### src/rtl/key_sched_ctrl_pkg.sv
// Shared AES helpers: round-count derivation, rcon sequence constants,
// GF(2^8) arithmetic and the S-box used by the key expansion.
package key_sched_ctrl_pkg;

    localparam logic [7:0] RC_INIT   = 8'h01;
    localparam logic [7:0] RC_REDUCE = 8'h1B;

    function automatic int nr_of(input int nk);
        return nk + 6;
    endfunction

    function automatic int total_words_of(input int nk);
        return 4 * (nk + 7);
    endfunction

    function automatic logic [7:0] xtime(input logic [7:0] x);
        return {x[6:0], 1'b0} ^ (x[7] ? RC_REDUCE : 8'h00);
    endfunction

    function automatic logic [7:0] gf_mul(input logic [7:0] a, input logic [7:0] b);
        logic [7:0] p;
        logic [7:0] x;
        p = 8'h00;
        x = a;
        for (int i = 0; i < 8; i++) begin
            if (b[i]) p = p ^ x;
            x = xtime(x);
        end
        return p;
    endfunction

    // Multiplicative inverse as x^254, followed by the AES affine transform.
    function automatic logic [7:0] sbox(input logic [7:0] x);
        logic [7:0] pw;
        logic [7:0] inv;
        pw  = gf_mul(x, x);
        inv = pw;
        for (int i = 0; i < 6; i++) begin
            pw  = gf_mul(pw, pw);
            inv = gf_mul(inv, pw);
        end
        return inv ^ {inv[6:0], inv[7]} ^ {inv[5:0], inv[7:6]} ^
               {inv[4:0], inv[7:5]} ^ {inv[3:0], inv[7:4]} ^ 8'h63;
    endfunction

    function automatic logic [31:0] sub_word(input logic [31:0] w);
        return {sbox(w[31:24]), sbox(w[23:16]), sbox(w[15:8]), sbox(w[7:0])};
    endfunction

    function automatic logic [31:0] rot_word(input logic [31:0] w);
        return {w[23:0], w[31:24]};
    endfunction

endpackage

### src/rtl/generalExpandKey.sv
// One combinational AES key-expansion step: produces the next Nk schedule
// words from the previous Nk words and the current round constant.
module generalExpandKey
    import key_sched_ctrl_pkg::*;
#(
    parameter int Nk = 4
) (
    input  logic [32*Nk-1:0] w_in,
    input  logic [31:0]      rcon,
    output logic [32*Nk-1:0] w_out
);

    logic [31:0] temp;

    // Word j of the new block depends on word j-1 of the same block.
    always_comb begin
        w_out = '0;
        temp  = w_in[32*(Nk-1) +: 32];
        for (int j = 0; j < Nk; j++) begin
            if (j == 0)
                temp = sub_word(rot_word(temp)) ^ rcon;
            else if (Nk > 6 && j == 4)
                temp = sub_word(temp);
            temp = w_in[32*j +: 32] ^ temp;
            w_out[32*j +: 32] = temp;
        end
    end

endmodule

### src/rtl/key_sched_ctrl.sv
// AES key schedule controller: expands key_in one step at a time into a
// small word buffer and streams 128-bit round keys over a valid/ready port.
module key_sched_ctrl
    import key_sched_ctrl_pkg::*;
#(
    parameter int NK = 4
) (
    input  logic            clk,
    input  logic            rst_n,
    input  logic            start,
    input  logic [32*NK-1:0] key_in,
    output logic            rk_valid,
    input  logic            rk_ready,
    output logic [127:0]    rk_data,
    output logic [3:0]      rk_index,
    output logic            busy,
    output logic            done
);

    localparam int NR          = nr_of(NK);
    localparam int TOTAL_WORDS = total_words_of(NK);
    localparam int BUF_WORDS   = NK + 3;
    localparam int CW          = $clog2(BUF_WORDS + 1);
    localparam int GW          = $clog2(TOTAL_WORDS + 1);

    typedef enum logic {IDLE, RUN} state_t;

    state_t                  state_q, state_d;
    logic [32*NK-1:0]        w_curr, step_words;
    logic [32*BUF_WORDS-1:0] wbuf_q, wbuf_d;
    logic [CW-1:0]           count_q, count_d;
    logic [GW-1:0]           gen_q, gen_d;
    logic [7:0]              rc;
    logic                    accept, pop, step, last_key;
    int                      base, keep;

    generalExpandKey #(.Nk(NK)) u_expand (
        .w_in  (w_curr),
        .rcon  ({rc, 24'h0}),
        .w_out (step_words)
    );

    assign busy     = (state_q == RUN);
    assign rk_valid = busy && (count_q >= CW'(4));
    assign rk_data  = wbuf_q[127:0];
    assign accept   = start && !busy;
    assign pop      = rk_valid && rk_ready;
    assign step     = busy && (count_q < CW'(4)) && (gen_q < GW'(TOTAL_WORDS));
    assign last_key = (rk_index == 4'(NR));

    always_comb begin
        state_d = state_q;
        case (state_q)
            IDLE:    if (start) state_d = RUN;
            RUN:     if (pop && last_key) state_d = IDLE;
            default: state_d = IDLE;
        endcase
    end

    // Oldest word sits at the bottom; a pop shifts out four words before the
    // new step words are appended above whatever remains.
    always_comb begin
        wbuf_d  = wbuf_q;
        count_d = count_q;
        gen_d   = gen_q;
        base    = 0;
        keep    = 0;
        if (accept) begin
            wbuf_d             = '0;
            wbuf_d[32*NK-1:0]  = key_in;
            count_d            = CW'(NK);
            gen_d              = GW'(NK);
        end else if (busy) begin
            base = int'(count_q);
            if (pop) begin
                wbuf_d = wbuf_q >> 128;
                base   = base - 4;
            end
            if (step) begin
                keep = (TOTAL_WORDS - int'(gen_q) < NK) ? TOTAL_WORDS - int'(gen_q) : NK;
                for (int k = 0; k < NK; k++)
                    if (k < keep) wbuf_d[32*(base+k) +: 32] = step_words[32*k +: 32];
                gen_d = gen_q + GW'(keep);
            end
            count_d = CW'(base + keep);
        end
    end

    always_ff @(posedge clk or negedge rst_n) begin
        if (!rst_n) begin
            state_q  <= IDLE;
            w_curr   <= '0;
            wbuf_q   <= '0;
            count_q  <= '0;
            gen_q    <= '0;
            rc       <= RC_INIT;
            rk_index <= '0;
            done     <= 1'b0;
        end else begin
            state_q <= state_d;
            wbuf_q  <= wbuf_d;
            count_q <= count_d;
            gen_q   <= gen_d;
            done    <= pop && last_key;
            if (accept) begin
                w_curr   <= key_in;
                rc       <= RC_INIT;
                rk_index <= '0;
            end else begin
                if (step) begin
                    w_curr <= step_words;
                    rc     <= xtime(rc);
                end
                if (pop) rk_index <= rk_index + 4'd1;
            end
        end
    end

endmodule
### config.mk
export PLATFORM = sky130hd
export DESIGN_NAME = key_sched_ctrl
export DESIGN_NICKNAME = d
export VERILOG_FILES = /design/src/rtl/key_sched_ctrl_pkg.sv /design/src/rtl/generalExpandKey.sv /design/src/rtl/key_sched_ctrl.sv
export SDC_FILE = /design/constraint.sdc
export NUM_CORES = 2
export LEC_CHECK = 0
export ABC_CLOCK_PERIOD_IN_PS = 42400
export CORE_MARGIN = 2
export CORE_UTILIZATION = 40
export DETAILED_ROUTE_END_ITERATION = 6
export PLACE_DENSITY_LB_ADDON = 0.08
export SLEW_MARGIN = 25
export SYNTH_ARGS = -nofsm -noshare
export SYNTH_HDL_FRONTEND = slang
export SYNTH_SLANG_ARGS = --single-unit
### constraint.sdc
create_clock -name clk -period 42.4 [get_ports clk]
set_clock_uncertainty 0.05 [all_clocks]
set_input_delay 8.48 -clock clk [delete_from_list [all_inputs] [get_ports clk]]
set_output_delay 8.48 -clock clk [all_outputs]
set_load 0.02 [all_outputs]
; After elaboration in Yosys (flattened, before gate mapping)
; Index checks and enable logic that the tools add are counted.
[classes]
n_mul = 0
n_mux = 797
bitwise_logic = 727
n_addsub = 12
reduce_logical = 11
div_mod_pow = 0
eq_ne = 1
shift = 8
order_cmp = 8
[op_table]
columns = op, n
row1 = 8-bit XOR, 715
row2 = 224-bit 2-to-1 mux, 19
row3 = 8-bit 2-to-1 mux, 418
row4 = 5-bit 2-to-1 mux, 337
row5 = 224-bit bitwise mux, 4
row6 = "32-bit by 33-bit variable shift with 224-bit output, first input constant", 4
row7 = 32-bit by 33-bit variable part select with 224-bit output, 4
row8 = 128-bit 2-to-1 mux, 2
row9 = 32-bit XOR, 5
row10 = 32-bit negator with 33-bit output, 4
row11 = 27-bit 2-to-1 mux, 3
row12 = "3-bit by 32-bit less-than comparator with 1-bit output, first input constant", 2
row13 = "27-bit by 3-bit adder with 27-bit output, second input constant", 2
row14 = "1-bit by 32-bit less-than comparator with 1-bit output, first input constant", 1
row15 = "2-bit by 32-bit less-than comparator with 1-bit output, first input constant", 1
row16 = "32-bit by 4-bit less-than comparator with 1-bit output, second input constant", 1
row17 = 32-bit 2-to-1 mux, 1
row18 = "27-bit by 2-bit adder with 27-bit output, second input constant", 1
row19 = 6-bit 2-to-1 mux, 3
row20 = 4-bit inverter, 4
row21 = 8-bit by 5-bit XOR with 8-bit output, 2
row22 = 3-bit 2-to-1 mux, 5
row23 = 4-bit 2-to-1 mux, 2
row24 = "6-bit by 6-bit subtractor with 7-bit output, first input constant", 1
row25 = 15 further kinds, 23
[word_totals]
memories = 0
in_bits = 132
mem_bits_ro = 0
ram_bits = 0
latchBits = 0
out_inout_bits = 135
wordCells = 1572
regBits = 375

; Longest topological paths before layout
[logic_depth]
word_depth = 155
mapped_depth = 68
ltp_nobuf = 57

; By module
; Synthesis repeated with hierarchy kept, for this count alone.
[unflattened]
cells_unflattened = 12005
hier_area_um2 = 90972.2
[by_module_without_submodules]
columns = module, cells_per_inst, area_each_um2, instances
row1 = generalExpandKey, 8237, 61446.4, 1
row2 = key_sched_ctrl, 3768, 29525.8, 1

; Worst setup path after synthesis
; Ideal clock, no wire load.
[synth_path]
path_type = reg2reg
start = register w_curr[119]
end = register wbuf_q[25]
setup_time_ns = 0.090
period_less_slack_ns = 16.131
required_time_ns = 42.260
slack_ns = 26.269
arrival_time_ns = 15.990
path_stages_with_launch = 64
path_buffers = 12
cell_sequence = dfrtp_1 buf_2 clkbuf_1 nand2_1 xnor2_1 inv_1 clkbuf_1 clkbuf_1 ha_1 buf_4 nand2_1 xor2_1 xnor2_1 clkinv_1 clkbuf_1 ha_1 clkbuf_1 nand2_1 (+28 left out) a21oi_1 o311ai_2 and2_1 buf_4 mux2_1 a21oi_1 xnor2_1 mux4_2 nand2_1 nand2_1 xnor3_1 o21a_1 xnor2_1 xnor3_1 xor2_1 xnor2_1 a22oi_1 o221ai_1
[synth_via]
elab_chain_len = 152
word_cells_on_any_way = 393
cone_classes = shift (4) / mux (204) / bitwise (185)
[synth_rtl]
columns = item, line
row1 = from (decl), key_sched_ctrl.sv:29  ; logic [32*NK-1:0] w_curr, step_words;
row2 = from (signal assigned), key_sched_ctrl.sv:106  ; w_curr <= key_in;
row3 = from (signal assigned), key_sched_ctrl.sv:111  ; w_curr <= step_words;
row4 = 5-bit 2-to-1 mux / 8-bit 2-to-1 mux (equally long branches), "key_sched_ctrl_pkg.sv:17, key_sched_ctrl_pkg.sv:26"
row5 = 8-bit XOR (on tied branches), "key_sched_ctrl_pkg.sv:17, key_sched_ctrl_pkg.sv:26"
row6 = 8-bit XOR / 8-bit 2-to-1 mux (equally long branches), key_sched_ctrl_pkg.sv:26  ; if (b[i]) p = p ^ x;
row7 = 8-bit 2-to-1 mux / 8-bit XOR (equally long branches), key_sched_ctrl_pkg.sv:26
row8 = 8-bit XOR / 8-bit 2-to-1 mux (equally long branches), key_sched_ctrl_pkg.sv:26
row9 = 8-bit 2-to-1 mux / 8-bit XOR (equally long branches), key_sched_ctrl_pkg.sv:26
row10 = 8-bit XOR / 8-bit 2-to-1 mux (equally long branches), key_sched_ctrl_pkg.sv:26
row11 = 8-bit 2-to-1 mux / 8-bit XOR (equally long branches), key_sched_ctrl_pkg.sv:26
row12 = (+136 left out), -
row13 = 224-bit 2-to-1 mux, key_sched_ctrl.sv:79  ; if (step) begin
row14 = 224-bit 2-to-1 mux, key_sched_ctrl.sv:73  ; end else if (busy) begin
row15 = 224-bit 2-to-1 mux, key_sched_ctrl.sv:68  ; if (accept) begin
row16 = 224-bit bitwise mux, key_sched_ctrl.sv:82  ; if (k < keep) wbuf_d[32*(base+k) +: 32] = step_words[32*k +: 32];
row17 = 224-bit 2-to-1 mux *, key_sched_ctrl.sv:82
row18 = 224-bit 2-to-1 mux *, key_sched_ctrl.sv:79
row19 = 224-bit 2-to-1 mux *, key_sched_ctrl.sv:73
row20 = 224-bit 2-to-1 mux *, key_sched_ctrl.sv:68
row21 = to (signal assigned), key_sched_ctrl.sv:101  ; wbuf_q <= wbuf_d;
row22 = to (decl), key_sched_ctrl.sv:30  ; logic [32*BUF_WORDS-1:0] wbuf_q, wbuf_d;
; Every way passes the cells marked *; elsewhere a longest branch is shown, timed or not. The select of a mux whose other input is x is not followed.
; A chain may end at the register's enable or synchronous reset.

; Worst setup path after layout
[layout_path]
start = register w_curr[112]
end = register w_curr[121]
[layout_via]
elab_chain_len = 136
word_cells_on_any_way = 368
cone_classes = mux (183) / bitwise (185)
[layout_rtl]
columns = item, line
row1 = 8-bit 2-to-1 mux, key_sched_ctrl_pkg.sv:26
row2 = 8-bit XOR, key_sched_ctrl_pkg.sv:26
row3 = 8-bit 2-to-1 mux, key_sched_ctrl_pkg.sv:26
row4 = 8-bit XOR, key_sched_ctrl_pkg.sv:26
row5 = 8-bit 2-to-1 mux, key_sched_ctrl_pkg.sv:26
row6 = 8-bit XOR, key_sched_ctrl_pkg.sv:26
row7 = 8-bit 2-to-1 mux, key_sched_ctrl_pkg.sv:26
row8 = 8-bit XOR, key_sched_ctrl_pkg.sv:26
row9 = (+115 left out), -
row10 = 8-bit 2-to-1 mux *, key_sched_ctrl_pkg.sv:26
row11 = 8-bit XOR (3 in a row), key_sched_ctrl_pkg.sv:42  ; return inv ^ {inv[6:0], inv[7]} ^ {inv[5:0], inv[7:6]} ^
row12 = 8-bit XOR *, key_sched_ctrl_pkg.sv:43  ; {inv[4:0], inv[7:5]} ^ {inv[3:0], inv[7:4]} ^ 8'h63;
row13 = 4-bit inverter (no source line) *, -
row14 = 32-bit XOR *, generalExpandKey.sv:21  ; temp = sub_word(rot_word(temp)) ^ rcon;
row15 = 32-bit XOR * (4 in a row), generalExpandKey.sv:24  ; temp = w_in[32*j +: 32] ^ temp;
row16 = 128-bit 2-to-1 mux *, key_sched_ctrl.sv:110  ; if (step) begin
row17 = 128-bit 2-to-1 mux *, key_sched_ctrl.sv:105  ; if (accept) begin
; Marks and branches as above.

==> summary.txt <==
Synthesis
  • Post-synthesis mux area share: 0.0448
  • Synth area leader: xnor2_1
  • Simple logic cell fraction of the synthesized area: 0.189
  • Asr flop ratio synth: 1.00
  • Ranking of synthesized cells by area: xnor2_1, dfrtp_1, xnor3_1, nor2_1, nand2_1
  • Synthesized cell area: 93,200 um2
  • Synth cell types: 155
  • Post-synthesis xor/xnor area fraction: 0.363
  • Syn. warnings: 0
  • Complex-gate fraction of the synthesized area: 0.222
  • Post-synth EDFFs: 0
  • Synthesis-stage register bit count: 375
  • Main combinational cell family by area after synthesis: XOR/XNOR gates
  • Post-Synth Adder-Cell Area: 0.00827
  • Post-Syn Nets: 12,200
  • Top cells by count, synth: xnor2_1, nor2_1, nand2_1
  • Top-count cell post-synth: xnor2_1
  • Post-synthesis sequential area ratio: 0.101
  • Syn avg cell area: 7.76 um2
  • Synth Instances: 12,000
  • Post-synth top area share: 0.156
  • Main synth FF type: dfrtp_1

Drt
  • Routed WL: 471,000 um
  • Wirelength per Cell: 31.6 um
  • DRC: 31
  • ANT nets after route: 0
  • Total number of vias: 96,300
  • Detailed Route Iter0 Violations: 12,100
  • Drt pass-1 iters: 7
  • Vias per Instance: 6.45

CTS
  • Clock Tree Root: clkbuf_16
  • Post-CTS setup buffer count: 0
  • Post-CTS Resized: 0
  • CTS buffer count: 52
  • CTS tree: built
  • CTS max path bufs: 3
  • Post-CTS Hold Buffers: 0
  • CTS Sinks: 375
  • H-tree depth: 2
  • Worst-path clk slew: 60 ps
  • Clock Latency Late Sink: 700 ps

Global routing
  • First-pass GRT wire length: 667,000 um
  • Total global-route track usage: 0.381
  • Initial antenna violation count: 93
  • Total gr overflow: 0
  • Vias in the first global route: 89,400
  • Largest net degree at the start of global routing: 137

Worst setup path
  • CP max stage cell: xnor3_1
  • Slowest cell delay on critical path: 950 ps
  • Req. time, crit path: 42,850 ps
  • Crit path DAT: 21,670 ps
  • Setup crit start kind: flop
  • CP Capture Type: flop
  • Delay-heaviest family, CP: XOR/XNOR gates
  • Worst setup path category: flop to flop
  • Crit-path most repeated cell: xnor2_1
  • CP max FO: 28
  • Crit path buf inv count: 3

STA
  • Final hold vios: 0
  • Unrepaired setup endpoints after global routing: no
  • Max-slew violations: 0
  • Slew headroom: 0.0924
  • Final period util: 0.500
  • Fmax achieved: 47.1 MHz
  • Setup WS post-layout: 21,180 ps
  • Final setup fails: 0
  • Total Negative Setup Slacks: 0 ps
  • Final Critical Period: 21,220 ps
  • Worst Tran Pin Value: 1360 ps

Finish
  • Post-layout instance count excluding filler cells: 14,900
  • Area grow syn2layout: 7.21%
  • Share of layout cells above drive strength 1: 0.106
  • FILL cells: 23,700
  • Nets: 12,000

Floorplan
  • Die ar.: 237,000 um2
  • Starting Density: 0.401
  • Core Rows: 177
  • Die Y-Extent: 487 um
  • Ports: 267
  • Core box area: 232,000 um2
  • Die X: 487 um

Min path
  • HP Class: flop to flop

Placed design
  • Gpl congestion: 1.05
  • PortBufs: 266
  • Cells after DPL: 14,800
  • HPWL Detailed: 337,000 um
  • DP Worst Slack: 21,680 ps

Outcome
  • Failing checks: DRC
  • Status: finished with violations

Flow run
  • Max Cap Viol: 0
-- logic make-up after synthesis --
| logic type | Yosys count |
|---|---|
| fa+ha+maj | 60 |
| xor+xnor | 2834 |
| simple gates | 4018 |
| buf+inv | 1188 |
| compound gates | 3133 |
| flops | 375 |
| mux | 401 |
-- path summary, 6_finish.rpt --
path                                          from                       to  slack [ps]  depth (start not counted)
setup / recovery           w_curr[112]$_DFFE_PN0P_  w_curr[121]$_DFFE_PN0P_       21180                         54
hold reg to reg            wbuf_q[179]$_DFFE_PN0P_  wbuf_q[179]$_DFFE_PN0P_         470                          2
min in group asynchronous                    rst_n   w_curr[17]$_DFFE_PN0P_        7780                          1
hold / removal             wbuf_q[179]$_DFFE_PN0P_  wbuf_q[179]$_DFFE_PN0P_         470                          2
setup reg to reg           w_curr[112]$_DFFE_PN0P_  w_curr[121]$_DFFE_PN0P_       21180                         54
max in group asynchronous                    rst_n   w_curr[12]$_DFFE_PN0P_       32630                          3
-- sequential cells by signal (all words and copies together), names as in the netlist --
name	flops
w_curr	128
rc	8
done	1
rk_index	4
wbuf_q	224
busy	1
count_q	3
gen_q	6
-- layout make-up --
| type | count | area, um2 | share of cell area |
|---|---|---|---|
| Inverter | 165 | 624 | 0.00625 |
| Clock buffer | 82 | 1580 | 0.0158 |
| Antenna cell | 68 | 170 | 0.00170 |
| Multi-Input combinational cell | 10400 | 78000 | 0.781 |
| Sequential cell | 375 | 9390 | 0.0940 |
| Clock inverter | 13 | 115 | 0.00115 |
| Tap cell | 3043 | 3810 | 0.0381 |
| Timing Repair Buffer | 733 | 6230 | 0.0623 |
-- layer usage --
layer,track usage,share of wire,vias to the layer above
met5,0,0.0013,-
met4,0.213,0.067,88
met3,0.118,0.11,1462
met2,0.570,0.43,5720
met1,0.484,0.40,47100
li1,-,-,42000
-- per-stage QoR --
stage / utilization / hold slack, ps / area, um2
final: 0.430 / 465 / 99900
after global routing: 0.430 / 496 / 99800
after CTS: 0.429 / 457 / 99600
after detailed placement: 0.422 / 441 / 97900
after global placement: 0.421 / 445 / 97800
after floorplan: - / 414 / 93200
-- tightest hold or removal path, delay by kind of cell (launching register included) --
| kind | cells | cell delay [ps] |
|---|---|---|
| flip-flops | 1 | 340 |
| AO/OA/AOI/OAI | 2 | 140 |
-- cells in the final DEF, fill, tap and decap left out, drive strengths merged, types with 101 or more instances in the layout --
| master | instances |
|---|---|
| xnor2 | 1832 |
| nor2 | 1439 |
| nand2 | 1428 |
| o21ai | 871 |
| a21oi | 704 |
| xor2 | 538 |
| buf | 469 |
| xnor3 | 403 |
| dfrtp | 374 |
| mux2i | 337 |
| nor3 | 286 |
| clkdlybuf4s50 | 264 |
| nand3 | 264 |
| o22ai | 160 |
| inv | 149 |
| a22oi | 133 |
| a31oi | 128 |
| a211oi | 128 |
| o221ai | 127 |
| o211ai | 113 |
| a221oi | 107 |
| and2 | 101 |
Power is not shown: default switching activity piles up to over one toggle a cycle in this logic, so the estimate is an artifact.
